File: config.mk
export PLATFORM = sky130hd
export DESIGN_NAME = aes_key_expand
export DESIGN_NICKNAME = d
export VERILOG_FILES = /design/src/rtl/aes_key_expand.sv
export SDC_FILE = /design/constraint.sdc
export NUM_CORES = 2
export LEC_CHECK = 0
export CAP_MARGIN = 0
export CORE_MARGIN = 8
export CORE_UTILIZATION = 65
export DETAILED_ROUTE_END_ITERATION = 8
export PLACE_DENSITY = 0.84
export SETUP_SLACK_MARGIN = 0.3
export SLEW_MARGIN = 25
export SYNTH_ARGS = -nofsm -noshare
export SYNTH_HDL_FRONTEND = slang
export SYNTH_HIERARCHICAL = 1
export SYNTH_SLANG_ARGS = --single-unit
File: constraint.sdc
create_clock -name i_clk -period 67.1 [get_ports i_clk]
set_input_delay 16.775 -clock i_clk [delete_from_list [all_inputs] [get_ports i_clk]]
set_output_delay 16.775 -clock i_clk [all_outputs]
set_load 0.02 [all_outputs]
File: src/rtl/aes_key_expand.sv
// -----------------------------------------------------------------------------
// aes_key_expand -- AES-128 key schedule. It produces one round key per cycle
// (indices 0..10) from a 128-bit cipher key.
//
// Optional feature macro: KEY_EXPAND_STALL_EN
//   If defined, the i_rk_ready port exists. A round key transfers only on a
//   cycle where o_rk_valid=1 and i_rk_ready=1. While the consumer stalls,
//   o_rk and o_rk_idx hold their values.
//   If undefined, every cycle with o_rk_valid=1 is a transfer, and key n
//   appears n+1 cycles after the start is accepted.
//
// Ports
//   i_clk       sole clock, rising edge
//   i_rst_n     synchronous active-low reset
//   i_start     start request, sampled only while idle
//   i_key       cipher key, [127:96] = w0 ... [31:0] = w3
//   i_rk_ready  consumer ready (KEY_EXPAND_STALL_EN only)
//   o_busy      high while an expansion is in flight
//   o_rk_valid  o_rk / o_rk_idx hold a valid round key
//   o_rk_idx    round-key index 0..10
//   o_rk        round key, same layout as i_key
//   o_done      one-cycle pulse on the transfer of round key 10
//
// aes_sbox -- AES forward S-box. It is computed as the GF(2^8) inverse
// (a^254) followed by the affine transform. The design is purely
// combinational.
//   a  input byte
//   s  substituted byte
// -----------------------------------------------------------------------------

module aes_sbox (
    input  logic [7:0] a,
    output logic [7:0] s
);

    // Multiply in GF(2^8) modulo x^8 + x^4 + x^3 + x + 1.
    function automatic logic [7:0] gf_mul(input logic [7:0] x, input logic [7:0] y);
        logic [7:0] p;
        logic [7:0] m;
        p = 8'h00;
        m = x;
        for (int i = 0; i < 8; i++) begin
            if (y[i]) p = p ^ m;
            m = {m[6:0], 1'b0} ^ (m[7] ? 8'h1b : 8'h00);
        end
        return p;
    endfunction

    // Compute a^254 by square-and-multiply.
    // The exponent bits 7..1 are set and bit 0 is clear.
    // The result maps 0 to 0, which the S-box requires.
    function automatic logic [7:0] gf_inv(input logic [7:0] x);
        logic [7:0] r;
        r = 8'h01;
        for (int i = 7; i >= 0; i--) begin
            r = gf_mul(r, r);
            if (i != 0) r = gf_mul(r, x);
        end
        return r;
    endfunction

    logic [7:0] b;

    always_comb begin
        b = gf_inv(a);
        s = b ^ {b[6:0], b[7]} ^ {b[5:0], b[7:6]} ^ {b[4:0], b[7:5]}
              ^ {b[3:0], b[7:4]} ^ 8'h63;
    end

endmodule

module aes_key_expand (
    input  logic         i_clk,
    input  logic         i_rst_n,
    input  logic         i_start,
    input  logic [127:0] i_key,
`ifdef KEY_EXPAND_STALL_EN
    input  logic         i_rk_ready,
`endif
    output logic         o_busy,
    output logic         o_rk_valid,
    output logic [3:0]   o_rk_idx,
    output logic [127:0] o_rk,
    output logic         o_done
);

    localparam logic [0:0] IDLE   = 1'b0;
    localparam logic [0:0] EXPAND = 1'b1;

    localparam logic [3:0] LAST_IDX = 4'd10;

    logic [0:0]   state_reg, state_next;
    logic [127:0] rk_reg, rk_next;
    logic [3:0]   idx_reg, idx_next;
    logic         valid_reg, valid_next;

    logic         transfer;
    logic [31:0]  rot_word;
    logic [31:0]  sub_word;
    logic [31:0]  t_word;
    logic [31:0]  w0_new, w1_new, w2_new, w3_new;

    // Round constant for the key that follows index n.
    // The argument is n+1, in the range 1..10.
    function automatic logic [7:0] rcon_of(input logic [3:0] n);
        logic [7:0] rc;
        case (n)
            4'd1:    rc = 8'h01;
            4'd2:    rc = 8'h02;
            4'd3:    rc = 8'h04;
            4'd4:    rc = 8'h08;
            4'd5:    rc = 8'h10;
            4'd6:    rc = 8'h20;
            4'd7:    rc = 8'h40;
            4'd8:    rc = 8'h80;
            4'd9:    rc = 8'h1b;
            4'd10:   rc = 8'h36;
            default: rc = 8'h00;
        endcase
        return rc;
    endfunction

`ifdef KEY_EXPAND_STALL_EN
    assign transfer = valid_reg & i_rk_ready;
`else
    assign transfer = valid_reg;
`endif

    // RotWord applied to w3: byte order [b0 b1 b2 b3] becomes [b1 b2 b3 b0].
    assign rot_word = {rk_reg[23:0], rk_reg[31:24]};

    genvar gi;
    generate
        for (gi = 0; gi < 4; gi++) begin : gen_sbox
            aes_sbox u_sbox (
                .a (rot_word[gi*8 +: 8]),
                .s (sub_word[gi*8 +: 8])
            );
        end
    endgenerate

    assign t_word = sub_word ^ {rcon_of(idx_reg + 4'd1), 24'h000000};
    assign w0_new = rk_reg[127:96] ^ t_word;
    assign w1_new = rk_reg[95:64]  ^ w0_new;
    assign w2_new = rk_reg[63:32]  ^ w1_new;
    assign w3_new = rk_reg[31:0]   ^ w2_new;

    always_comb begin
        state_next = state_reg;
        rk_next    = rk_reg;
        idx_next   = idx_reg;
        valid_next = valid_reg;
        case (state_reg)
            IDLE: begin
                if (i_start) begin
                    state_next = EXPAND;
                    rk_next    = i_key;
                    idx_next   = 4'd0;
                    valid_next = 1'b1;
                end
            end
            EXPAND: begin
                if (transfer) begin
                    if (idx_reg == LAST_IDX) begin
                        // The last key stays on o_rk / o_rk_idx after valid drops.
                        state_next = IDLE;
                        valid_next = 1'b0;
                    end else begin
                        rk_next  = {w0_new, w1_new, w2_new, w3_new};
                        idx_next = idx_reg + 4'd1;
                    end
                end
            end
            default: begin
                state_next = IDLE;
                valid_next = 1'b0;
            end
        endcase
    end

    always_ff @(posedge i_clk) begin
        if (!i_rst_n) begin
            state_reg <= IDLE;
            rk_reg    <= '0;
            idx_reg   <= '0;
            valid_reg <= 1'b0;
        end else begin
            state_reg <= state_next;
            rk_reg    <= rk_next;
            idx_reg   <= idx_next;
            valid_reg <= valid_next;
        end
    end

    assign o_busy     = (state_reg == EXPAND);
    assign o_rk_valid = valid_reg;
    assign o_rk_idx   = idx_reg;
    assign o_rk       = rk_reg;
    assign o_done     = transfer & (idx_reg == LAST_IDX);

endmodule

# Word level (Yosys, flattened, before mapping)
# Memory sizes are Yosys's and may differ from the RTL's.
# Cells that the tools add are included.
dict set report classes {
  eq_ne 4
  n_addsub 1
  bitwise_logic 783
  n_mux 827
  reduce_logical 1
}
# operator n
set op_table {}
lappend op_table {{8-bit bitwise XOR} 744}
lappend op_table {{8-bit two-way mux} 420}
lappend op_table {{5-bit two-way mux} 368}
lappend op_table {{128-bit two-way mux} 3}
lappend op_table {{128-bit case mux with 2 select lines} 1}
lappend op_table {{32-bit bitwise XOR} 5}
lappend op_table {{4-bit two-way mux} 7}
lappend op_table {{7-bit two-way mux} 4}
lappend op_table {{1-bit NOT (first input constant)} 28}
lappend op_table {{6-bit two-way mux} 4}
lappend op_table {{4-bit NOT} 4}
lappend op_table {{3-bit two-way mux} 4}
lappend op_table {{1-bit two-way mux} 9}
lappend op_table {{2-bit two-way mux} 4}
lappend op_table {{4-bit case mux with 2 select lines} 1}
lappend op_table {{4-bit by 1-bit adder with 4-bit output (second input constant)} 1}
lappend op_table {{4-bit == test (second input constant)} 1}
lappend op_table {{2-bit != test (second input constant)} 2}
lappend op_table {{1-bit case mux with 2 select lines} 2}
lappend op_table {{3-bit AND reduction} 1}
lappend op_table {{2-bit by 1-bit != test with 1-bit output (second input constant)} 1}
lappend op_table {{1-bit bitwise AND} 1}
lappend op_table {{1-bit NOT} 1}
dict set report totals {
  mem_count 1
  romBits 128
  reg_bits 134
  in_bits 131
  elab_cells 1621
  out_inout_bits 135
}
# name depth width rd rd_ports_with_merged_regs wr line_no
set memory_table {}
lappend memory_table {{(no name shown)} 16 8 1 0 0 107} ;# case (n)

# Depth between registers and ports, before layout
dict set report depth {
  ltp_word 229
  mapped_depth 94
  depth_no_buf 87
}

# Modules after synthesis
# The synthesis kept the hierarchy.
# module seq_area_each_um2 instances area_each_um2 cells_each
set modules_own_cells {}
lappend modules_own_cells {aes_sbox 0.0 4 14800.4 1801}
lappend modules_own_cells {aes_key_expand 2682.6 1 8100.3 1007}

# Least setup slack after synthesis
# OpenSTA, ideal clock, no wires.
dict set report synth_path {
  path_type {register to register}
  start {register rk_reg[23], in the netlist o_rk[23]}
  end {register rk_reg[29], in the netlist o_rk[29]}
  path_buffers 8
  setup_time_ns 0.119
  stages_incl_launch_ff 89
  period_less_slack_ns 22.372
  arrival_ns 22.254
  required_ns 66.981
  setup_slack_ns 44.728
  path_cell_list {dfxtp_1 ha_1 clkbuf_1 a21o_1 a221o_1 a221oi_2 xor2_2 buf_2 nor2_1 xnor3_1 xnor3_1 clkinv_1 ha_1 clkbuf_1 xor2_1 xnor2_1 and2_1 xnor3_1 (+53 left out) xnor2_2 xnor2_2 nand2_1 xnor2_1 xnor2_1 xnor3_1 ha_1 xor2_1 xnor3_1 xnor2_1 nand2_1 xor2_1 xnor3_2 xnor3_1 xor2_1 xnor3_1 o21a_1 o221a_1}
}
dict set report synth_between {
  elab_chain_len 215
  elab_cells_between_ends 387
  cone_classes {mux (195); bitwise (192)}
}
# item line_no
set synth_lines {}
lappend synth_lines {{start: declaration} 93} ;# logic [127:0] rk_reg, rk_next;
lappend synth_lines {{start signal: assignment} 189} ;# rk_reg <= rk_next;
lappend synth_lines {{8-bit two-way mux} 43} ;# if (y[i]) p = p ^ m;
lappend synth_lines {{5-bit two-way mux or 8-bit two-way mux (tied branches)} {44, 43}}
lappend synth_lines {{8-bit bitwise XOR, on equally long branches} {44, 43}}
lappend synth_lines {{8-bit bitwise XOR or 8-bit two-way mux (tied branches)} 43}
lappend synth_lines {{8-bit two-way mux or 8-bit bitwise XOR (tied branches)} 43}
lappend synth_lines {{8-bit bitwise XOR or 8-bit two-way mux (tied branches)} 43}
lappend synth_lines {{8-bit two-way mux or 8-bit bitwise XOR (tied branches)} 43}
lappend synth_lines {{8-bit bitwise XOR or 8-bit two-way mux (tied branches)} 43}
lappend synth_lines {{(+199 left out)} n/a}
lappend synth_lines {{net sub_word[29]} 99} ;# logic [31:0] sub_word;
lappend synth_lines {{32-bit bitwise XOR (*)} 142} ;# assign t_word = sub_word ^ {rcon_of(idx_reg + 4'd1), 24'h000000};
lappend synth_lines {{32-bit bitwise XOR (*)} 143} ;# assign w0_new = rk_reg[127:96] ^ t_word;
lappend synth_lines {{32-bit bitwise XOR (*)} 144} ;# assign w1_new = rk_reg[95:64] ^ w0_new;
lappend synth_lines {{32-bit bitwise XOR (*)} 145} ;# assign w2_new = rk_reg[63:32] ^ w1_new;
lappend synth_lines {{32-bit bitwise XOR (*)} 146} ;# assign w3_new = rk_reg[31:0] ^ w2_new;
lappend synth_lines {{128-bit two-way mux (*)} 164} ;# if (idx_reg == LAST_IDX) begin
lappend synth_lines {{128-bit two-way mux (*)} 163} ;# if (transfer) begin
lappend synth_lines {{128-bit case mux with 2 select lines (*)} 153} ;# case (state_reg)
# Mark *: on every way through the listed nets, which the timed path passes. The rest lies on a longest branch. The select of a mux whose other input is x is not followed.
# A chain may end at the register's enable or synchronous reset.

# Final worst setup path
dict set report layout_path {
  start {register rk_reg[26], in the netlist o_rk[26]}
  end {register rk_reg[7], in the netlist o_rk[7]}
}
dict set report layout_between {
  elab_chain_len 217
  elab_cells_between_ends 389
  cone_classes {mux (198); bitwise (191)}
}
# item line_no
set layout_lines {}
lappend layout_lines {{3-bit two-way mux} 43}
lappend layout_lines {{4-bit two-way mux} 43}
lappend layout_lines {{5-bit two-way mux} 43}
lappend layout_lines {{6-bit two-way mux} 43}
lappend layout_lines {{7-bit two-way mux} 43}
lappend layout_lines {{8-bit two-way mux} 43}
lappend layout_lines {{8-bit bitwise XOR} 44} ;# m = {m[6:0], 1'b0} ^ (m[7] ? 8'h1b : 8'h00);
lappend layout_lines {{8-bit bitwise XOR} 43}
lappend layout_lines {{(+201 left out)} n/a}
lappend layout_lines {{net sub_word[7]} 99}
lappend layout_lines {{32-bit bitwise XOR (*)} 142}
lappend layout_lines {{32-bit bitwise XOR (*)} 143}
lappend layout_lines {{32-bit bitwise XOR (*)} 144}
lappend layout_lines {{32-bit bitwise XOR (*)} 145}
lappend layout_lines {{32-bit bitwise XOR (*)} 146}
lappend layout_lines {{128-bit two-way mux (*)} 164}
lappend layout_lines {{128-bit two-way mux (*)} 163}
lappend layout_lines {{128-bit case mux with 2 select lines (*)} 153}
# Marked as above.

==> impl_metrics.csv <==
group,metric,value,unit
flow_run,drv_cap,0,
synth,ys_seq_area_share,3.99,%
cts,cts_setup_buffers,0,
synth,syn_area_per_cell,8.20,um^2
timing,finalSetupViolations,0,
synth,async_flop_share,0,%
timing,fin_crit_sh,43.1,%
routing,vias,63000,
synth,synth-main-ff-cell,"dfxtp_1",
cells_and_area,finalNetCount,8201,
timing,setup_slack,38.21,ns
grt,track_usage,36.0,%
cells_and_area,areaGrowthSynthToFinish,4.95,%
timing,max_freq,34.6,MHz
cells_and_area,layout_common_cells,"1320 x xnor2_1, 1201 x nand2_1, 697 x nor2_1",
die,die_area,114000,um^2
routing,via_per_inst,6.68,
die,start_util,65.3,%
routing,drt_iter0_drc,7915,
placement,hpwl,156000,um
min_path,holdCritPathClass,"flip-flop to flip-flop",
outcome,outcome,"complete, no violations",
routing,detail_route.wirelength,216000,um
die,fp.dieW,338,um
cts,post_cts_resized,0,
worst_setup_path,crit_path_frequent_cell,"xnor2_1",
cells_and_area,drive_gt1_share,9.02,%
cts,cts_tree,"built",
worst_setup_path,worstPathMaxFanout,45,
die,die_h,338,um
cts,htree_num_levels,4,
placement,port_buffers,265,
worst_setup_path,cpPeakStageDelay,0.77,ns
timing,rsz0062_at_grt,"false",
cells_and_area,final_common_cell,"xnor2_1",
synth,synth_nets,8375,
cells_and_area,num-fill-cells,8435,
synth,synth-edff-count,0,
placement,place.gp.congestion,0.974,
grt,grt_start_max_net_pins,93,
timing,worstMarginPinSlew,1.06,ns
synth,ys_types,111,
timing,tns,0,ns
worst_setup_path,critical_path_required,67.48,ns
routing,drc,0,
synth,netlist_area,67300,um^2
cells_and_area,multi_input_area,61500,um^2
die,placementRows,118,
synth,synth_warnings,6,
timing,clock_skew,0.0159,ns
timing,finalHoldViolations,0,
cts,clkLatencyLatePin,0.50,ns
grt,grt_antenna_before_repair,6,
timing,drv_slew,0,
worst_setup_path,start_kind,"flip-flop",
min_path,min_delay_path_depth,2,
cts,holdBufCountCts,0,
cts,cts.sinks,134,
worst_setup_path,arrival,29.28,ns
cts,cts_buffers,17,
placement,dp_worst_setup_slack,39.23,ns
timing,max_slew_margin,29.0,%
synth,postSynthCellCount,8211,
grt,grt_pass1_vias,60000,
routing,wire_per_inst,22.9,um
cts,clockBufferDepth,2,
worst_setup_path,crit_type,"flip-flop to flip-flop",
timing,min_period,28.89,ns
worst_setup_path,slowest_stage,"xnor3_1",
die,num_io_pins,266,
routing,drtAntennaViolNets,0,
grt,gr-total-overflow,0,
routing,dr.pass1.iters,9,
worst_setup_path,worstRegToRegCells,85,
worst_setup_path,end_kind,"flip-flop",
die,design.core.area,103000,um^2
synth,ys_ff_latch,134,
cts,clk_pin_slew,0.08,ns
cts,cts-root-buf,"clkbuf_16",
cells_and_area,regArea,2730,um^2
grt,grt_pass1_wl,336000,um
==> synth_stat cells (134+ instances only) <==
| library cell | instances | area (um^2) |
|---|---|---|
| xnor2_1 | 1328 | 11600 |
| nand2_1 | 1202 | 4510 |
| nor2_1 | 697 | 2620 |
| xor2_1 | 449 | 3930 |
| xnor3_1 | 430 | 9680 |
| o21ai_0 | 313 | 1570 |
| clkbuf_1 | 300 | 1130 |
| a21oi_1 | 272 | 1360 |
| mux2i_1 | 242 | 2420 |
| buf_2 | 155 | 776 |
| a22oi_1 | 150 | 1130 |
| nand3_1 | 147 | 736 |
| xnor2_2 | 145 | 2360 |
| dfxtp_1 | 134 | 2680 |
==> routing by layer <==
layer	up-vias	GRT usage [%]	part of all wire, %
met5	-	0	0.013
met4	4	13.2	3.8
met3	696	9.00	13
met2	3958	56.8	45
met1	29900	47.9	39
li1	28400	-	-
==> metrics by stage <==
stage | hold slack (ns) | util [%] | cell area (um^2) | cells
6_report | 0.512 | 68.5 | 70600 | 9432
5_1_grt | 0.534 | 68.5 | 70600 | 9430
4_1_cts | 0.507 | 68.5 | 70500 | 9430
3_5_place_dp | 0.495 | 67.9 | 70000 | 9398
3_3_place_gp | 0.489 | 67.9 | 69900 | 9398
2_1_floorplan | 0.557 | - | 67300 | 8211
==> state kept, by name (all words and copies together) (netlist names) <==
name	cells
o_rk	128
o_rk_idx	4
o_rk_valid	1
o_busy	1
==> cell families (layout without fill, tap and decap cells) <==
| group | after synthesis | count (layout) | share of synthesized area, % |
|---|---|---|---|
| buffers and inverters | 725 | 564 | 4.85 |
| muxes | 278 | 278 | 4.22 |
| xor gates and xnor gates | 2608 | 2608 | 49.8 |
| and+or+nand+nor | 2761 | 2761 | 18.7 |
| adders and majority gates | 33 | 33 | 0.614 |
| AOI/OAI and AO/OA | 1672 | 1672 | 17.8 |
| other | 0 | 2 | 0 |
| DFF | 134 | 134 | 3.99 |
==> final timing paths <==
check / slack (ns) / start / endpoint
worst max-delay path: 38.21 / o_rk[26] / o_rk[7]
worst min-delay path: 0.51 / o_rk[11] / o_rk[11]
worst max register to register: 38.21 / o_rk[26] / o_rk[7]
worst min register to register: 0.51 / o_rk[11] / o_rk[11]
==> worst max-delay path: cells and delay by family, from the launching register on <==
kind / cells / cell delay, ns
XOR/XNOR: 45 / 17.29
flip-flops: 1 / 0.73
adder cells (fa/ha/maj): 6 / 2.66
buffers and inverters: 9 / 3.08
AO/OA/AOI/OAI: 10 / 1.92
AND/OR/NAND/NOR: 15 / 2.95
==> layout make-up <==
type                    instances  share of cell area, %
diodes                          2                0.00709
multi-input cells            7352                   87.1
clock buffers                  17                  0.602
clock inverters                15                  0.237
well taps                    1380                   2.44
inverters                     153                  0.827
flip-flops and latches        134                   3.86
repair buffers                379                   4.96
Power is not shown: default switching activity piles up to over one toggle a cycle in this logic, so the estimate is an artifact.
